**config.mk**
```make
export PLATFORM = sky130hd
export DESIGN_NAME = cardinal_nic_flat
export DESIGN_NICKNAME = d
export VERILOG_FILES = /design/src/rtl/cardinal_nic_if.sv /design/src/rtl/cardinal_nic.sv /design/src/flat_wrapper.sv
export SDC_FILE = /design/constraint.sdc
export NUM_CORES = 1
export LEC_CHECK = 0
export ABC_CLOCK_PERIOD_IN_PS = 2600
export BUFFER_PORTS_ARGS = -buffer_cell sky130_fd_sc_hd__buf_2
export CORE_MARGIN = 1
export CORE_UTILIZATION = 30
export CTS_BUF_LIST = sky130_fd_sc_hd__clkbuf_4
export DETAILED_ROUTE_END_ITERATION = 10
export PLACE_DENSITY_LB_ADDON = 0.05
export SLEW_MARGIN = 30
export SYNTH_ARGS = -nofsm -noshare
export SYNTH_HDL_FRONTEND = slang
export SYNTH_SLANG_ARGS = --single-unit
```
**constraint.sdc**
```tcl
create_clock -name clk -period 2.6 [get_ports clk]
set_input_delay 0.39 -clock clk [delete_from_list [all_inputs] [get_ports clk]]
set_output_delay 0.39 -clock clk [all_outputs]
set_load 0.02 [all_outputs]
```
**src/rtl/cardinal_nic_if.sv**
```systemverilog
// cardinal_nic_if: bundles the CPU NIC port and the router port of cardinal_nic.
//   master : environment side (CPU + router) that drives requests and packets in
//   slave  : the NIC itself
// CPU side    : addr[0:1], d_in[0:63], d_out[0:63], nicEn, nicWrEn
// Router side : net_so, net_ro, net_do[0:63], net_si, net_ri, net_di[0:63], net_polarity
// All data vectors are big-endian numbered: bit 0 is the MSB.
interface cardinal_nic_if;
   logic [0:1]  addr;
   logic [0:63] d_in;
   logic [0:63] d_out;
   logic        nicEn;
   logic        nicWrEn;
   logic        net_so;
   logic        net_ro;
   logic [0:63] net_do;
   logic        net_si;
   logic        net_ri;
   logic [0:63] net_di;
   logic        net_polarity;

   modport master (
      output addr, d_in, nicEn, nicWrEn, net_ro, net_si, net_di, net_polarity,
      input  d_out, net_so, net_do, net_ri
   );

   modport slave (
      input  addr, d_in, nicEn, nicWrEn, net_ro, net_si, net_di, net_polarity,
      output d_out, net_so, net_do, net_ri
   );
endinterface

```
**src/rtl/cardinal_nic.sv**
```systemverilog
// cardinal_nic: network interface between the cardinal CPU NIC port and a router port.
// Holds one 64-bit packet per direction and exposes four CPU registers:
//   00 in-buf (read clears in_full), 01 in-status, 10 out-buf (write), 11 out-status.
// Ports:
//   clk  : rising-edge clock
//   rst  : synchronous active-high reset
//   bus  : cardinal_nic_if.slave (CPU request/read data and router send/ready handshakes)
// Optional feature: define NIC_DROP_CNT_EN to add a 16-bit saturating counter of
// writes dropped because out_buf was full, reported in out-status bits [32:47].
module cardinal_nic (
   input logic           clk,
   input logic           rst,
   cardinal_nic_if.slave bus
);

   logic [0:63] in_buf_q, in_buf_d;
   logic [0:63] out_buf_q, out_buf_d;
   logic [0:63] d_out_q, d_out_d;
   logic        in_full_q, in_full_d;
   logic        out_full_q, out_full_d;
   logic [15:0] drop_cnt;
   logic        rd_en;
   logic        wr_out;
   logic        accept_in;

   assign rd_en     = bus.nicEn & ~bus.nicWrEn;
   assign wr_out    = bus.nicEn & bus.nicWrEn & (bus.addr == 2'b10);
   assign accept_in = bus.net_si & ~in_full_q;

   // out_buf[0] is the VC bit; a packet may only leave on its matching polarity.
   assign bus.net_so = out_full_q & bus.net_ro & (bus.net_polarity == out_buf_q[0]);
   assign bus.net_ri = ~in_full_q;
   assign bus.net_do = out_buf_q;
   assign bus.d_out  = d_out_q;

`ifdef NIC_DROP_CNT_EN
   logic [15:0] drop_cnt_q;

   always_ff @(posedge clk) begin
      if (rst) begin
         drop_cnt_q <= '0;
      end else if (wr_out && out_full_q && (drop_cnt_q != 16'hFFFF)) begin
         drop_cnt_q <= drop_cnt_q + 16'd1;
      end
   end

   assign drop_cnt = drop_cnt_q;
`else
   assign drop_cnt = '0;
`endif

   always_comb begin
      in_buf_d   = in_buf_q;
      in_full_d  = in_full_q;
      out_buf_d  = out_buf_q;
      out_full_d = out_full_q;
      d_out_d    = d_out_q;

      if (rd_en) begin
         d_out_d = '0;
         case (bus.addr)
            2'b00: begin
               d_out_d   = in_buf_q;
               in_full_d = 1'b0;
            end
            2'b01: d_out_d[63] = in_full_q;
            2'b11: begin
               d_out_d[63]    = out_full_q;
               d_out_d[32:47] = drop_cnt;
            end
            default: d_out_d = '0;
         endcase
      end

      // Ejection only happens when empty, so it never races a pending packet;
      // if an in-buf read coincides, the new packet must survive.
      if (accept_in) begin
         in_buf_d  = bus.net_di;
         in_full_d = 1'b1;
      end

      // A write while full (including the draining cycle) is dropped.
      if (bus.net_so) begin
         out_full_d = 1'b0;
      end else if (wr_out && !out_full_q) begin
         out_buf_d  = bus.d_in;
         out_full_d = 1'b1;
      end
   end

   always_ff @(posedge clk) begin
      if (rst) begin
         in_buf_q   <= '0;
         out_buf_q  <= '0;
         d_out_q    <= '0;
         in_full_q  <= 1'b0;
         out_full_q <= 1'b0;
      end else begin
         in_buf_q   <= in_buf_d;
         out_buf_q  <= out_buf_d;
         d_out_q    <= d_out_d;
         in_full_q  <= in_full_d;
         out_full_q <= out_full_d;
      end
   end

endmodule
```
**src/flat_wrapper.sv**
```systemverilog
// flat-port wrapper written by rule: the top's interface ports become plain ports
module cardinal_nic_flat 
  (clk, rst, bus_addr, bus_d_in, bus_nicEn, bus_nicWrEn, bus_net_ro, bus_net_si, bus_net_di, bus_net_polarity, bus_d_out, bus_net_so, bus_net_do, bus_net_ri);
  cardinal_nic_if bus_i ();
  input logic clk;
  input logic rst;
  input wire logic [$bits(bus_i.addr)-1:0] bus_addr;
  input wire logic [$bits(bus_i.d_in)-1:0] bus_d_in;
  input wire logic [$bits(bus_i.nicEn)-1:0] bus_nicEn;
  input wire logic [$bits(bus_i.nicWrEn)-1:0] bus_nicWrEn;
  input wire logic [$bits(bus_i.net_ro)-1:0] bus_net_ro;
  input wire logic [$bits(bus_i.net_si)-1:0] bus_net_si;
  input wire logic [$bits(bus_i.net_di)-1:0] bus_net_di;
  input wire logic [$bits(bus_i.net_polarity)-1:0] bus_net_polarity;
  output wire logic [$bits(bus_i.d_out)-1:0] bus_d_out;
  output wire logic [$bits(bus_i.net_so)-1:0] bus_net_so;
  output wire logic [$bits(bus_i.net_do)-1:0] bus_net_do;
  output wire logic [$bits(bus_i.net_ri)-1:0] bus_net_ri;
  assign bus_i.addr = bus_addr;
  assign bus_i.d_in = bus_d_in;
  assign bus_i.nicEn = bus_nicEn;
  assign bus_i.nicWrEn = bus_nicWrEn;
  assign bus_i.net_ro = bus_net_ro;
  assign bus_i.net_si = bus_net_si;
  assign bus_i.net_di = bus_net_di;
  assign bus_i.net_polarity = bus_net_polarity;
  assign bus_d_out = bus_i.d_out;
  assign bus_net_so = bus_i.net_so;
  assign bus_net_do = bus_i.net_do;
  assign bus_net_ri = bus_i.net_ri;
  cardinal_nic u_core (.clk(clk), .rst(rst), .bus(bus_i));
endmodule
```
==> impl_metrics.py <==
metrics = {
    "run_status": {
        "status": "completed",
    },
    "routing": {
        "drcViolationCount": 0,
        "final_antenna_net_count": 0,
        "vias": 6367,
        "drt_first_pass_iters": 4,
        "routed_wl_um": 20600,
        "drt-wirelength-per-cell_um": 14.1,
        "via_per_inst": 4.36,
        "drtIter0Drc": 301,
    },
    "floorplanning": {
        "die_y_um": 161,
        "ioPinCount": 267,
        "start_util": 0.309,
        "die-area_um2": 26000,
        "die_w_um": 161,
        "core-area_um2": 24600,
        "placementRows": 57,
    },
    "global_routing": {
        "antenna_found_initial": 3,
        "grt_overflow": 0,
        "grt_usage": 0.160,
        "grt_max_degree": 118,
        "first_global_vias": 6355,
        "grt_first_pass_wirelength_um": 32900,
    },
    "worst_setup_path": {
        "endpoint_kind": "primary output",
        "cp-start-kind": "flop",
        "worstSetupPathType": "flop to primary output",
        "required_ns": 2.21,
        "critPathMaxStageDelay_ns": 0.53,
        "crit_chain": "and3_1 > buf_2",
        "cp.arrival_ns": 1.48,
        "crit_slowest_cell": "dfxtp_1",
        "crit_fanout": 4,
    },
    "cells_and_area": {
        "seqCellArea_um2": 3880,
        "layout_commonest_cell": "buf_2",
        "drive_gt1_frac": 0.319,
        "area_growth_pct": 37.8,
        "final_cells": 1459,
        "utilization": 0.426,
        "nets": 1257,
        "final_cell_mix": "buf_2 (265), dfxtp_1 (194), nand2_1 (130)",
        "design_area_um2": 10500,
        "n_fill_cell": 2502,
        "multi_input_area_um2": 3360,
    },
    "synthesis": {
        "yosysUniqueCellTypes": 24,
        "synth-xor-area-share": 0.00115,
        "synth_fa_ha_area_frac": 0,
        "synth_top_family_by_area": "simple AND/OR/NAND/NOR gates",
        "synthFlopType": "dfxtp_1",
        "yosysSeqAreaShare": 0.511,
        "syn_nets": 922,
        "synth_compound_area_frac": 0.141,
        "yosysTopAreaCell": "dfxtp_1",
        "async_flop_share": 0,
        "ys_ff_latch": 194,
        "synth_area_leaders": "dfxtp_1 (51%), nand2b_1 (11%), mux2i_1 (8.6%)",
        "yosys.area_share.simple": 0.209,
        "synth_area_um2": 7600,
        "syn_inst": 785,
        "synth.top_cell.area_share": 0.511,
        "synth_mux_area_frac": 0.0856,
        "avgSynthCellArea_um2": 9.68,
        "synth_edf_count": 0,
        "yosysWarnings": 0,
    },
    "timing": {
        "max_freq_mhz": 536,
        "setup_viol": 0,
        "min_period_ns": 1.87,
        "finalCritPeriodShare": 0.718,
        "slew_headroom": 0.571,
        "skew_ns": 0.0318,
        "tightest_slew_ns": 0.644,
        "finalHoldViolCount": 0,
        "setup_tns_ns": 0,
        "rsz0062_at_grt": "false",
        "final_max_slew_viol_count": 0,
    },
    "worst_hold_path": {
        "hold_class": "input pin to flop",
    },
    "clocking": {
        "hold_buffers": 102,
        "clockBufferDepth": 2,
        "root_buffer": "clkbuf_4",
        "cts_setup_buffers": 0,
        "cts_buffers": 17,
        "clk_latency_ns": 0.58,
        "clk_pin_slew_ns": 0.17,
        "cts_tree": "done",
        "cts_resized": 0,
        "cts_sinks": 194,
        "h-tree-depth": 4,
    },
    "pwr": {
        "p_leak_nw": 4.38,
        "vdd_ir_drop_max_v": 0.000309,
        "p_per_area_nw_per_um2": 517,
        "power_w": 0.00541,
    },
    "placed_design": {
        "place_area_um2": 9130,
        "placed_cells": 1321,
        "hpwl_um": 13000,
        "portBuffers": 266,
        "place.gp.congestion": 0.709,
    },
    "job": {
        "cap_violations": 0,
    },
}
## worst max-delay path, delay by kind of cell (launching register included)
family                 cells  cell delay (ns)
flip-flops                 1             0.53
AND/OR/NAND/NOR            1             0.21
buffers and inverters      1             0.18
## routing by layer
metal / vias up / part of all wire / wire length, um / track usage
met5: - / 0.00039 / 8 / 0
met4: 2 / 0.010 / 209 / 0.0377
met3: 14 / 0.076 / 1560 / 0.0616
met2: 171 / 0.46 / 9480 / 0.263
met1: 2915 / 0.45 / 9350 / 0.195
li1: 3265 / - / - / -
## layout make-up
class | instances | area share
repair buffers | 379 | 0.241
multi-input cells | 527 | 0.321
inverters | 1 | 0.000358
clock inverters | 15 | 0.0160
diodes | 2 | 0.000478
well taps | 324 | 0.0387
flip-flops and latches | 194 | 0.371
clock buffers | 17 | 0.0122
## path summary, 6_finish.rpt
path              slack (ns)  cells past startpoint               endpoint           startpoint
hold / removal          0.07                      3  u_core.bus.net_do[39]         bus_d_in[24]
setup / recovery        0.73                      2             bus_net_so    u_core.out_full_q
hold reg to reg         0.47                      2    u_core.in_buf_q[14]  u_core.in_buf_q[14]
setup reg to reg        1.11                      4    u_core.in_buf_q[59]     u_core.in_full_q
## Yosys cell counts (2+ instances only)
master	n
a21oi_1	64
a22oi_1	13
a22oi_2	50
buf_2	39
buf_4	2
buf_6	5
buf_8	5
clkbuf_1	12
dfxtp_1	194
mux2i_1	65
nand2_1	130
nand2b_1	130
nor2_1	65
## where the power goes
group | switching (W) | total (W) | leakage (nW) | internal, W
Clock | 0.00121 | 0.00165 | 0.153 | 0.000443
Sequential | 0.0000517 | 0.00311 | 1.58 | 0.00306
Combinational | 0.000320 | 0.000647 | 2.65 | 0.000327
## cells by family (layout without fill, tap and decap cells)
logic type | Yosys count | after routing
XOR/XNOR | 1 | 1
AND/OR/NAND/NOR | 330 | 330
AO/OA/AOI/OAI | 131 | 131
buffers and inverters | 64 | 412
other | 0 | 2
flip-flops | 194 | 194
multiplexers | 65 | 65
## state kept, by name (all words and copies together) (netlist names)
register           cells
u_core.in_buf_q       64
u_core.bus.net_do     64
u_core.bus.d_out      64
u_core.out_full_q      1
u_core.in_full_q       1
## per-stage QoR
step,worst slack (ns),hold slack [ns]
floorplan,1.33,0.436
global placement,0.798,0.444
detailed placement,0.791,0.448
CTS,0.635,0.000931
global route,0.571,0.000484
finish,0.733,0.0676
Power figures use the tool's default switching activity.
